## src/rtl/button_debounce_bank.sv

```systemverilog
// Bank of independent push-button debouncers. Each channel synchronises its
// raw input, accepts a level change only after DEBOUNCE_CYC consecutive
// stable synchronised cycles, and emits registered press/release pulses
// plus an optional auto-repeat pulse train while the button stays held.
// Per-channel state lives in ch[i].state_q for observation by checkers.
module button_debounce_bank #(
    parameter int N_CH            = 4,
    parameter int DEBOUNCE_CYC    = 5000000,
    parameter int SYNC_STAGES     = 2,
    parameter int REPEAT_DLY_CYC  = 50000000,
    parameter int REPEAT_RATE_CYC = 10000000
) (
    input  logic            clk_i,
    input  logic            rst_i,
    input  logic [N_CH-1:0] btn_i,
    output logic [N_CH-1:0] level_o,
    output logic [N_CH-1:0] press_o,
    output logic [N_CH-1:0] release_o,
    output logic [N_CH-1:0] repeat_o
);

    // Debounce counter only needs to reach DEBOUNCE_CYC and then saturates.
    localparam int DCW = $clog2(DEBOUNCE_CYC + 1);
    localparam logic [DCW-1:0] DEB_LIM = DCW'(DEBOUNCE_CYC);
    localparam logic [DCW-1:0] DEB_ONE = DCW'(1);
    // With a one-cycle debounce the first stable sample already qualifies.
    localparam bit DEB_IMMEDIATE = (DEBOUNCE_CYC <= 1);

    // Repeat counter is reloaded after every pulse, so it must hold the
    // larger of the initial delay and the repeat period.
    localparam int RPT_MAX = (REPEAT_DLY_CYC > REPEAT_RATE_CYC) ? REPEAT_DLY_CYC
                                                                : REPEAT_RATE_CYC;
    localparam int RCW = $clog2(RPT_MAX + 1);
    localparam logic [RCW-1:0] DLY_LIM  = RCW'(REPEAT_DLY_CYC);
    localparam logic [RCW-1:0] RATE_LIM = RCW'(REPEAT_RATE_CYC);
    localparam bit RPT_EN = (REPEAT_DLY_CYC != 0);

    typedef enum logic [1:0] {
        IDLE      = 2'd0,
        PRESS_CNT = 2'd1,
        HELD      = 2'd2,
        REL_CNT   = 2'd3
    } state_e;

    for (genvar i = 0; i < N_CH; i++) begin : ch
        logic [SYNC_STAGES-1:0] sync_q;
        logic                   sync;

        state_e         state_q, state_d;
        logic [DCW-1:0] cnt_q, cnt_d, cnt_inc;
        logic [RCW-1:0] rpt_q, rpt_d, rpt_inc, rpt_tgt;
        logic           phase_q, phase_d;   // 0: waiting initial delay, 1: repeating
        logic           level_q, level_d;
        logic           press_q, press_d;
        logic           rel_q, rel_d;
        logic           rep_q, rep_d;

        assign sync    = sync_q[SYNC_STAGES-1];
        assign cnt_inc = (cnt_q == DEB_LIM) ? cnt_q : cnt_q + 1'b1;
        assign rpt_inc = rpt_q + 1'b1;
        assign rpt_tgt = phase_q ? RATE_LIM : DLY_LIM;

        // Shift the raw button level through the synchroniser chain.
        always_ff @(posedge clk_i or posedge rst_i) begin
            if (rst_i) begin
                sync_q <= '0;
            end else begin
                sync_q <= {sync_q[SYNC_STAGES-2:0], btn_i[i]};
            end
        end

        // Register FSM state, counters and all outputs.
        always_ff @(posedge clk_i or posedge rst_i) begin
            if (rst_i) begin
                state_q <= IDLE;
                cnt_q   <= '0;
                rpt_q   <= '0;
                phase_q <= 1'b0;
                level_q <= 1'b0;
                press_q <= 1'b0;
                rel_q   <= 1'b0;
                rep_q   <= 1'b0;
            end else begin
                state_q <= state_d;
                cnt_q   <= cnt_d;
                rpt_q   <= rpt_d;
                phase_q <= phase_d;
                level_q <= level_d;
                press_q <= press_d;
                rel_q   <= rel_d;
                rep_q   <= rep_d;
            end
        end

        // Next-state logic: debounce both edges, generate pulses and repeats.
        always_comb begin
            state_d = state_q;
            cnt_d   = cnt_q;
            rpt_d   = rpt_q;
            phase_d = phase_q;
            level_d = level_q;
            press_d = 1'b0;
            rel_d   = 1'b0;
            rep_d   = 1'b0;

            case (state_q)
                IDLE: begin
                    if (sync) begin
                        if (DEB_IMMEDIATE) begin
                            state_d = HELD;
                            cnt_d   = '0;
                            level_d = 1'b1;
                            press_d = 1'b1;
                            rpt_d   = '0;
                            phase_d = 1'b0;
                        end else begin
                            state_d = PRESS_CNT;
                            cnt_d   = DEB_ONE;
                        end
                    end
                end
                PRESS_CNT: begin
                    if (!sync) begin
                        // Glitch shorter than the debounce window: drop it.
                        state_d = IDLE;
                        cnt_d   = '0;
                    end else if (cnt_inc >= DEB_LIM) begin
                        state_d = HELD;
                        cnt_d   = '0;
                        level_d = 1'b1;
                        press_d = 1'b1;
                        rpt_d   = '0;
                        phase_d = 1'b0;
                    end else begin
                        cnt_d = cnt_inc;
                    end
                end
                HELD: begin
                    if (!sync) begin
                        if (DEB_IMMEDIATE) begin
                            state_d = IDLE;
                            cnt_d   = '0;
                            level_d = 1'b0;
                            rel_d   = 1'b1;
                            rpt_d   = '0;
                            phase_d = 1'b0;
                        end else begin
                            state_d = REL_CNT;
                            cnt_d   = DEB_ONE;
                        end
                    end else if (RPT_EN) begin
                        // Count held cycles; pulse and reload on each target hit.
                        if (rpt_inc == rpt_tgt) begin
                            rep_d   = 1'b1;
                            rpt_d   = '0;
                            phase_d = 1'b1;
                        end else begin
                            rpt_d = rpt_inc;
                        end
                    end
                end
                REL_CNT: begin
                    if (sync) begin
                        // Release glitch: resume holding, repeat timing untouched.
                        state_d = HELD;
                        cnt_d   = '0;
                    end else if (cnt_inc >= DEB_LIM) begin
                        state_d = IDLE;
                        cnt_d   = '0;
                        level_d = 1'b0;
                        rel_d   = 1'b1;
                        rpt_d   = '0;
                        phase_d = 1'b0;
                    end else begin
                        cnt_d = cnt_inc;
                    end
                end
                default: begin
                    state_d = IDLE;
                    cnt_d   = '0;
                end
            endcase
        end

        assign level_o[i]   = level_q;
        assign press_o[i]   = press_q;
        assign release_o[i] = rel_q;
        assign repeat_o[i]  = rep_q;
    end

endmodule

```

## config.mk

```make
export PLATFORM = sky130hd
export DESIGN_NAME = button_debounce_bank
export DESIGN_NICKNAME = d
export VERILOG_FILES = /design/src/rtl/button_debounce_bank.sv
export SDC_FILE = /design/constraint.sdc
export NUM_CORES = 1
export LEC_CHECK = 0
export BUFFER_PORTS_ARGS = -buffer_cell sky130_fd_sc_hd__buf_2
export CORE_MARGIN = 4
export CORE_UTILIZATION = 45
export CTS_CLUSTER_SIZE = 12
export DETAILED_ROUTE_END_ITERATION = 7
export PLACE_DENSITY = 0.66
export REMOVE_ABC_BUFFERS = 1
export SYNTH_ARGS = -nofsm -noshare
export SYNTH_HDL_FRONTEND = slang
export SYNTH_SLANG_ARGS = --single-unit
```

## constraint.sdc

```tcl
create_clock -name clk_i -period 8.7 [get_ports clk_i]
set_clock_uncertainty 0.2 [all_clocks]
set_input_delay 1.74 -clock clk_i [delete_from_list [all_inputs] [get_ports clk_i]]
set_output_delay 1.74 -clock clk_i [all_outputs]
set_load 0.01 [all_outputs]
```

==> results of run 1 <==
## metrics by stage
step           setup WS [ns]  util, %  hold WS [ns]  area, um^2  cells
2_1_floorplan          0.399        -         0.131       15200   1771
3_3_place_gp            4.46     46.1         0.133       16000   2259
3_5_place_dp            4.27     46.1         0.141       16000   2259
4_1_cts                 4.26     48.8         0.151       17000   2309
5_1_grt                 3.77     48.8         0.156       17000   2309
6_report                4.20     48.8         0.149       17000   2309
## flip-flops by register name, indices dropped and copies added, names as in the netlist, named ones only
| name | cells |
|---|---|
| ch.press_q | 4 |
| ch.sync_q | 8 |
| ch.rel_q | 4 |
| ch.cnt_q | 92 |
| ch.state_q | 4 |
| ch.rpt_q | 104 |
| ch.level_q | 4 |
| ch.phase_q | 4 |
| ch.rep_q | 4 |
## per-layer routing
metal	up-vias	global-route usage, %
met5	-	0
met4	0	4.34
met2	354	31.9
li1	7075	-
met1	7046	27.6
met3	58	2.95
## cell usage in the layout (no fill, tap or decap), types with 15 or more instances in the layout
| master | instances |
|---|---|
| o21ai_0 | 89 |
| nand4_1 | 84 |
| xnor2_1 | 32 |
| clkbuf_16 | 29 |
| o2bb2ai_1 | 15 |
| o31ai_1 | 18 |
| nand3_1 | 131 |
| nand2_1 | 182 |
| xor2_1 | 25 |
| nor4_1 | 36 |
| or4_1 | 16 |
| a221o_1 | 17 |
| dfrtp_1 | 232 |
| mux2i_1 | 28 |
| a21oi_1 | 81 |
| a22o_1 | 16 |
| nor2_1 | 107 |
| and3_1 | 71 |
| nor2b_1 | 20 |
| inv_1 | 57 |
| buf_2 | 21 |
| or3_1 | 24 |
| nor3_1 | 98 |
| a21o_1 | 34 |
| and2_1 | 23 |
| and4_1 | 26 |
| a211o_1 | 37 |
| a31oi_1 | 47 |
## how the worst max path moves through the flow
stage                                          start                          end  slack (ns)
final                     ch[2].rpt_q[3]$_DFFE_PP0P_   ch[2].rpt_q[2]$_DFFE_PP0P_        4.20
after global routing      ch[2].rpt_q[3]$_DFFE_PP0P_  ch[2].rpt_q[21]$_DFFE_PP0P_        3.77
after CTS                 ch[2].rpt_q[3]$_DFFE_PP0P_   ch[2].rpt_q[2]$_DFFE_PP0P_        4.26
after detailed placement  ch[2].rpt_q[3]$_DFFE_PP0P_  ch[2].rpt_q[21]$_DFFE_PP0P_        4.27
after global placement    ch[2].rpt_q[3]$_DFFE_PP0P_  ch[2].rpt_q[21]$_DFFE_PP0P_        4.46
after floorplan                                rst_i   asynchronous set/reset pin        0.40
## cell type report
cell class,count,share of cell area [%]
Inverter,59,1.35
Timing Repair Buffer,33,1.15
Multi-Input combinational cell,1480,54.3
Sequential cell,232,34.3
Clock inverter,14,0.790
Clock buffer,36,4.79
Tap cell,455,3.36
## power by group through the flow
stage	clock network [mW]	registers [mW]	logic, mW
after CTS	1.23	1.12	0.101
final	1.20	1.12	0.0979
after detailed placement	0	1.14	0.101
after global placement	0	1.14	0.0987
after global routing	1.28	1.12	0.115
after floorplan	0	1.13	0.0742
## cell families after synthesis
kind of cell	count (synthesis)	share of synthesized area, %
AOI/OAI and AO/OA	475	20.8
xor gates and xnor gates	57	3.13
adders and majority gates	12	0.942
buffers and inverters	218	5.92
DFF	232	36.4
muxes	36	2.32
and+or+nand+nor	900	30.5
==> flow_summary.json, run 1 <==
{
  "grt_pass1_wl_um": 66300,
  "fin_crit_sh_pct": 51.7,
  "rows": 68,
  "synth_commonest_cells": "232 x dfrtp_1, 182 x nand2_1, 131 x nand3_1, 107 x nor2_1, 99 x nor3_1",
  "hold_start": "ch[1].sync_q[0]$_DFF_PP0_",
  "nets": 1852,
  "antenna_found_initial": 0,
  "vias_per_cell": 6.29,
  "leakage_nw": 7.03,
  "critPathKind": "flip-flop to flip-flop",
  "seqCellArea_um2": 5810,
  "async_reset_ff_share_pct": 100,
  "port_buffers": 21,
  "drtAntennaViolNets": 0,
  "antenna_cells": 0,
  "firstDrtPassIters": 5,
  "core_um2": 34700,
  "hold_viol": 0,
  "setup-tns-final_ns": 0,
  "die_h_um": 196,
  "wl_met1_um": 17900,
  "p_switching_mw": 0.576,
  "drc": 0,
  "crit_path_max_incr_delay_ns": 0.88,
  "setup-violations-final": 0,
  "holdPathStages": 0,
  "clkPwrFrac_pct": 49.6,
  "crit_required_ns": 8.94,
  "cts_tree": "built",
  "r2r_end": "ch[2].rpt_q[2]$_DFFE_PP0P_",
  "fp.dieW_um": 196,
  "synth_area_leaders": "dfrtp_1 36%, nand2_1 4.3%, nand3_1 4.1%, nand4_1 3.3%, nor3_1 3.1%",
  "cts_setup_buffers": 0,
  "start_kind": "flip-flop",
  "wl_met3_um": 1830,
  "totalWireLength_um": 38100,
  "reg2reg_depth": 9,
  "endpoint_kind": "flip-flop",
  "cts_resized": 0,
  "comb_power_share_pct": 4.1,
  "worstPathCellList": "nand4_1 -> nor3_1 -> nand4_1 -> xor2_1 -> a2111oi_0 -> o2111ai_1 -> nand2_1 -> nor3b_1 -> a221o_1",
  "min_to": "ch[1].sync_q[1]$_DFF_PP0_",
  "synth_cell_types": 84,
  "crit_cells": 9,
  "ctsHoldBuffers": 0,
  "multi_input_area_um2": 9210,
  "wire_per_inst_um": 16.5,
  "worst_path_most_repeated_cell": "nand4_1",
  "dr_total_vias": 14500,
  "top_layer_used": "met4",
  "netlist_instances": 1930,
  "critPathMaxFanout": 27,
  "status": "finished clean",
  "power_frac_seq_pct": 46.4,
  "cp_top_family": "simple AND/OR/NAND/NOR gates",
  "dp_hpwl_um": 25200,
  "power_density_nw_per_um2": 142,
  "p_int_mw": 1.84,
  "worst_pin_slew_ns": 1.19,
  "grt_setup_unrepaired": "no",
  "gp_congestion": 0.863,
  "fin_crit_ns": 4.50,
  "start_util_pct": 45.9,
  "grt_overflow": 0,
  "area_delta_synth_final_pct": 6.33,
  "ys_seq_elements": 232,
  "htree_levels": 1,
  "synth_top_area_share_pct": 36.4,
  "cts_root_buffer": "clkbuf_16",
  "worstSkewPairLatency_ns": 0.56,
  "cts_buffers": 28,
  "yosys_warnings": 0,
  "synth_flop_cell": "dfrtp_1",
  "netlist_area_um2": 15900,
  "hp-class": "flip-flop to flip-flop",
  "synth.avg_cell_area_um2": 8.26,
  "rrSetupSlack_ns": 4.20,
  "synth-edff-count": 0,
  "maxCapViolCount": 0,
  "path_clk_slew_ns": 0.06,
  "yosysTopAreaCell": "dfrtp_1",
  "yosysSeqAreaShare_pct": 36.4,
  "critPathSlowestCell": "nor3_1",
  "grt_pass1_vias": 13600,
  "cts.sinks": 232,
  "r2r_start": "ch[2].rpt_q[3]$_DFFE_PP0P_",
  "clock_path_buffers": 3,
  "ir_drop_v": 0.000171,
  "fillerInstances": 3354,
  "swShare_pct": 23.9,
  "relSlewSlack_pct": 20.3,
  "drt-initial-drc-count": 1155,
  "wl_met2_um": 17600,
  "crit_arrival_ns": 4.74,
  "fmax_mhz": 222,
  "slew_viol_final": 0,
  "yosysMostFrequentCell": "dfrtp_1",
  "path_buf_inv": 0,
  "track_usage_pct": 19.5,
  "die-area_um2": 38500,
  "drive_above_1_share_pct": 7.01,
  "io_pins": 22,
  "power_mw": 2.41,
  "grt_max_degree": 125
}
No activity file was read; power rests on OpenSTA's default activity.
==> inputs of run 2 (changes only) <==
ABC_AREA = 1   (was default)
PLACE_DENSITY = 0.64   (was 0.66)
clock period = 4.2 ns   (was 8.7 ns; I/O delays follow)
==> run 2 against run 1 <==
  * Utilization grew 0.97 points
  * Largest power group unchanged
  * Cell count grew 30%
  * Design area grew 5.3%
  * Count of clock-buffer cells in the layout grew 1
  * Wire length grew 10%
  * Setup slack lost 3.3 ns
  * Maximum frequency grew 35%
  * Clock power grew 120%
  * Power grew 120%
  * Sequential power grew 110%
  * First-iteration DRC count shrank 16%
==> flow_summary.json, run 2 <==
{
  "status": "finished clean",
  "worst_pin_slew_ns": 0.906,
  "r2r_end": "ch[1].rpt_q[19]$_DFFE_PP0P_",
  "worstSkewPairLatency_ns": 0.56,
  "start_kind": "flip-flop",
  "drive_above_1_share_pct": 6.48,
  "crit_arrival_ns": 3.58,
  "drc": 0,
  "critPathCapture": "ch[1].rpt_q[19]$_DFFE_PP0P_",
  "wire_per_inst_um": 14.0,
  "htree_levels": 1,
  "power_mw": 5.33,
  "port_buffers": 21,
  "antenna_found_initial": 0,
  "crit_start": "ch[1].rpt_q[0]$_DFFE_PP0P_",
  "grt_pass1_wl_um": 70900,
  "top_layer_used": "met4",
  "grt_setup_unrepaired": "no",
  "ctsHoldBuffers": 0,
  "netlist_area_um2": 16500,
  "async_reset_ff_share_pct": 100,
  "firstDrtPassIters": 8,
  "ys_seq_elements": 232,
  "rrSetupSlack_ns": 0.86,
  "fmax_mhz": 299,
  "die_h_um": 199,
  "endpoint_kind": "flip-flop",
  "slew_viol_final": 0,
  "dp_slack_ns": 0.952,
  "start_util_pct": 46.0,
  "grt_max_degree": 97,
  "nets": 2526,
  "fin_crit_sh_pct": 79.5,
  "place_inst": 2938,
  "largest_register": "ch.rpt_q",
  "clock_path_buffers": 3,
  "fin_cells": 2991,
  "track_usage_pct": 21.0,
  "maxCapViolCount": 0,
  "wl_met2_um": 18900,
  "fp.dieW_um": 199,
  "synth.avg_cell_area_um2": 6.55,
  "cts_root_buffer": "clkbuf_16",
  "r2r_start": "ch[1].rpt_q[0]$_DFFE_PP0P_",
  "leakage_nw": 7.57,
  "cts_resized": 0,
  "die-area_um2": 39700,
  "dp_hpwl_um": 30700,
  "relSlewSlack_pct": 39.5,
  "synth_cell_types": 43,
  "synth_commonest_cells": "845 x nand2_1, 384 x nor2_1, 265 x inv_1, 236 x nand3_1, 232 x dfrtp_1",
  "synth-edff-count": 0,
  "largest_reg_flops": 104,
  "reg_top3": "ch.rpt_q x104, ch.cnt_q x92, ch.sync_q x8",
  "cts_tree": "built",
  "synth_flop_cell": "dfrtp_1",
  "wl_met1_um": 20200,
  "cts_setup_buffers": 0,
  "grt_pass1_vias": 14700,
  "multi_input_area_um2": 9210,
  "ir_drop_v": 0.000260,
  "cts_buffers": 29,
  "critPathKind": "flip-flop to flip-flop",
  "yosysMostFrequentCell": "nand2_1",
  "yosys_warnings": 0,
  "area_delta_synth_final_pct": 8.30,
  "cts.sinks": 232,
  "wl_met3_um": 1970,
  "drt-initial-drc-count": 969,
  "seqCellArea_um2": 5810,
  "drtAntennaViolNets": 0,
  "core_um2": 35800,
  "path_clk_slew_ns": 0.06,
  "worst_slack_ns": 0.859,
  "fillerInstances": 3595,
  "gp_congestion": 0.936,
  "yosysSeqAreaShare_pct": 35.2,
  "antenna_cells": 0,
  "reg2reg_depth": 14,
  "crit_required_ns": 4.44,
  "fin_crit_ns": 3.34,
  "grt_overflow": 0,
  "rows": 69,
  "vias_per_cell": 5.23,
  "setup-tns-final_ns": 0,
  "dr_total_vias": 15700,
  "synth_area_leaders": "dfrtp_1 35%, nand2_1 19%, nor2_1 8.7%, nand3_1 7.2%, inv_1 6.0%",
  "io_pins": 22,
  "hold_viol": 0,
  "power_density_nw_per_um2": 298,
  "totalWireLength_um": 42000,
  "final_common_cell": "nand2_1",
  "critPathMaxFanout": 14,
  "yosysTopAreaCell": "dfrtp_1",
  "netlist_instances": 2515,
  "synth_top_area_share_pct": 35.2,
  "setup-violations-final": 0,
  "layout_common_cells": "845 x nand2_1, 384 x nor2_1, 264 x inv_1, 236 x nand3_1, 232 x dfrtp_1",
  "hp-class": "flip-flop to flip-flop"
}
run 2: final cells by class:
type | count | share of cell area [%]
clock buffer | 37 | 4.40
clock inverter | 16 | 1.40
inverter | 273 | 5.79
multi-input combinational | 1944 | 51.6
sequential | 232 | 32.5
tap | 461 | 3.23
timing repair buffer | 28 | 1.02
run 2: through the flow:
stage | utilization [%] | hold slack [ns] | area (um^2)
after floorplan | - | 0.131 | 16000
after global placement | 46.9 | 0.140 | 16800
after detailed placement | 46.9 | 0.143 | 16800
after CTS | 49.8 | 0.154 | 17800
after global routing | 49.8 | 0.158 | 17800
final | 49.8 | 0.152 | 17800
run 2: logic make-up after synthesis:
group                    synth area share (%)
AO/OA/AOI/OAI                            7.37
buffers and inverters                    8.86
flip-flops                               35.2
adder cells (fa/ha/maj)                 0.911
XOR/XNOR                                 4.78
multiplexers                            0.243
AND/OR/NAND/NOR                          42.6
run 2: power by group:
part | internal, mW | switching, mW
clock network | 1.69 | 1.00
registers | 2.26 | 0.0478
logic | 0.0748 | 0.249
total | 4.03 | 1.30
run 2: worst max-delay path, cell delays in order, from the launching register on:
cell	delay [ns]
dfrtp_1	0.44
ha_1	0.28
nand2_1	0.11
nor2_2	0.26
nand2_1	0.21
inv_1	0.13
nand3_1	0.09
xor2_1	0.37
nand3_1	0.12
nor2_1	0.10
nand3_1	0.14
nor2_2	0.53
nor3_1	0.10
nand2_1	0.08
nand2_1	0.07
run 2: metal layers:
metal	global-route usage (%)	vias to the layer above
met5	0	-
met4	5.06	0
met3	2.46	65
met2	33.9	357
met1	30.2	7230
li1	-	8002
run 2: worst min path at each step:
stage	from	end	slack [ns]	depth (start not counted)
5_1_grt	btn_i[2]	ch[2].sync_q[0]$_DFF_PP0_	0.16	1
3_3_place_gp	ch[3].sync_q[0]$_DFF_PP0_	ch[3].sync_q[1]$_DFF_PP0_	0.14	0
6_report	ch[3].sync_q[0]$_DFF_PP0_	ch[3].sync_q[1]$_DFF_PP0_	0.15	0
4_1_cts	ch[0].sync_q[0]$_DFF_PP0_	ch[0].sync_q[1]$_DFF_PP0_	0.15	0
3_5_place_dp	ch[0].sync_q[0]$_DFF_PP0_	ch[0].sync_q[1]$_DFF_PP0_	0.14	0
2_1_floorplan	ch[0].sync_q[0]$_DFF_PP0_	ch[0].sync_q[1]$_DFF_PP0_	0.13	0
==> inputs of run 3 (changes only) <==
clock period = 3.36 ns   (was 4.2 ns; I/O delays follow)
==> run 3 against run 2 <==
  * Wire length grew 3.0%
  * Via count grew 0.27%
  * Combinational power grew 40%
  * Die area is the same
  * Highest routed layer is now met5
  * Sequential cell count is the same
  * Utilization grew 0.42 points
  * Non-clock buffer count grew 16
  * Largest power group unchanged
  * Cell count grew 0.43%
  * Design area grew 0.84%
  * Global-route usage grew 0.91 points
  * Largest cell class unchanged
==> flow_summary.json, run 3 (synthesis results as in run 2) <==
{
  "worstSkewPairLatency_ns": 0.56,
  "antenna_found_initial": 1,
  "grt_overflow": 0,
  "fillerInstances": 3569,
  "power_mw": 6.62,
  "cts_tree": "built",
  "dp_slack_ns": 0.0419,
  "fin_crit_sh_pct": 92.0,
  "htree_levels": 1,
  "utilization_pct": 50.2,
  "rows": 69,
  "power_frac_seq_pct": 43.6,
  "drtAntennaViolNets": 0,
  "hp-class": "input pin to flip-flop",
  "grt_pass1_wl_um": 73600,
  "nets": 2543,
  "slew_viol_final": 0,
  "area_delta_synth_final_pct": 9.21,
  "grt_setup_unrepaired": "no",
  "critPathMaxFanout": 14,
  "final_common_cell": "nand2_1",
  "drt-initial-drc-count": 1076,
  "setup-violations-final": 0,
  "largest_reg_flops": 104,
  "io_pins": 22,
  "cts.sinks": 232,
  "path_clk_slew_ns": 0.06,
  "layout_common_cells": "845 x nand2_1, 384 x nor2_1, 264 x inv_1, 236 x nand3_1, 232 x dfrtp_1",
  "firstDrtPassIters": 5,
  "swShare_pct": 24.8,
  "endpoint_kind": "flip-flop",
  "hold_viol": 0,
  "drc": 0,
  "grt_max_degree": 85,
  "track_usage_pct": 21.9,
  "worst_pin_slew_ns": 0.875,
  "start_kind": "flip-flop",
  "port_buffers": 21,
  "comb_power_share_pct": 6.8,
  "leakage_nw": 7.62,
  "core_um2": 35800,
  "setup-tns-final_ns": 0,
  "clock_path_buffers": 3,
  "relSlewSlack_pct": 41.5,
  "fmax_mhz": 324,
  "reg_top3": "ch.rpt_q x104, ch.cnt_q x92, ch.sync_q x8",
  "vias_per_cell": 5.23,
  "fin_crit_ns": 3.09,
  "status": "finished clean",
  "dr_total_vias": 15700,
  "antenna_cells": 0,
  "grt_pass1_vias": 14900,
  "maxCapViolCount": 0,
  "crit_arrival_ns": 3.34,
  "p_switching_mw": 1.64,
  "totalWireLength_um": 43300,
  "worst_slack_ns": 0.270,
  "fp.dieW_um": 199,
  "die-area_um2": 39700,
  "ir_drop_v": 0.000360,
  "wire_per_inst_um": 14.4,
  "holdWs_ns": 0.0690,
  "drive_above_1_share_pct": 6.88,
  "die_h_um": 199,
  "cts_setup_buffers": 0,
  "start_util_pct": 46.0,
  "p_int_mw": 4.98,
  "clkPwrFrac_pct": 49.6,
  "dp_hpwl_um": 31800,
  "power_density_nw_per_um2": 368,
  "cts_buffers": 29,
  "gp_congestion": 0.953,
  "crit_required_ns": 3.61,
  "critPathKind": "flip-flop to flip-flop",
  "cts_root_buffer": "clkbuf_16",
  "largest_register": "ch.rpt_q"
}
==> run 3: per-stage QoR <==
stage | cells | cell area (um^2)
floorplan | 2449 | 16000
global placement | 2951 | 16900
detailed placement | 2951 | 16900
CTS | 3003 | 17900
global route | 3004 | 18000
finish | 3004 | 18000
==> run 3: area by class of cell <==
type | count | area, um^2 | share of cell area [%]
tap | 461 | 577 | 3.21
multi-input combinational | 1945 | 9280 | 51.6
clock buffer | 42 | 845 | 4.69
inverter | 273 | 1030 | 5.75
sequential | 232 | 5810 | 32.3
clock inverter | 7 | 145 | 0.807
timing repair buffer | 44 | 310 | 1.72
==> run 3: timing repair <==
action / CTS / global route
hold endpoints to repair: 10 / 0
gates resized for setup: 0 / 9
setup endpoints to repair: 0 / 81
hold buffers: 3 / 0
==> run 3: final timing paths <==
path	start	to	slack, ns	depth (start not counted)
min in group asynchronous	rst_i	ch[2].press_q$_DFF_PP0_	0.53	3
setup / recovery	ch[1].rpt_q[0]$_DFFE_PP0P_	ch[1].rpt_q[7]$_DFFE_PP0P_	0.27	15
hold / removal	btn_i[3]	ch[3].sync_q[0]$_DFF_PP0_	0.07	1
setup reg to reg	ch[1].rpt_q[0]$_DFFE_PP0P_	ch[1].rpt_q[7]$_DFFE_PP0P_	0.27	15
max in group asynchronous	rst_i	ch[2].cnt_q[3]$_DFFE_PP0P_	1.61	4
hold reg to reg	ch[1].sync_q[0]$_DFF_PP0_	ch[1].sync_q[1]$_DFF_PP0_	0.15	0
==> run 3: routing by layer <==
metal / wire length (um) / up-vias / track usage, %
met2: 19400 / 326 / 35.3
met3: 2290 / 60 / 2.75
li1: - / 8043 / -
met4: 824 / 2 / 4.60
met5: 10 / - / 0
met1: 20800 / 7266 / 31.8
==> run 3: power by group through the flow <==
stage          combinational, mW  clock, mW  sequential, mW
2_1_floorplan              0.299          0            2.92
3_3_place_gp               0.423          0            2.93
3_5_place_dp               0.430          0            2.94
4_1_cts                    0.435       3.37            2.89
5_1_grt                    0.513       3.49            2.89
6_report                   0.452       3.28            2.89
==> run 3: critical path, cell delays in order, from the launching register on <==
cell     delay, ns
dfrtp_1       0.48
ha_2          0.29
nand2_1       0.13
nor2_4        0.20
nand2_1       0.18
inv_1         0.13
nand3_1       0.11
xor2_2        0.27
nand3_1       0.13
nor2_1        0.10
nand3_1       0.20
nor2_2        0.13
buf_4         0.22
nor3_1        0.09
nand2_1       0.08
nand2_1       0.05
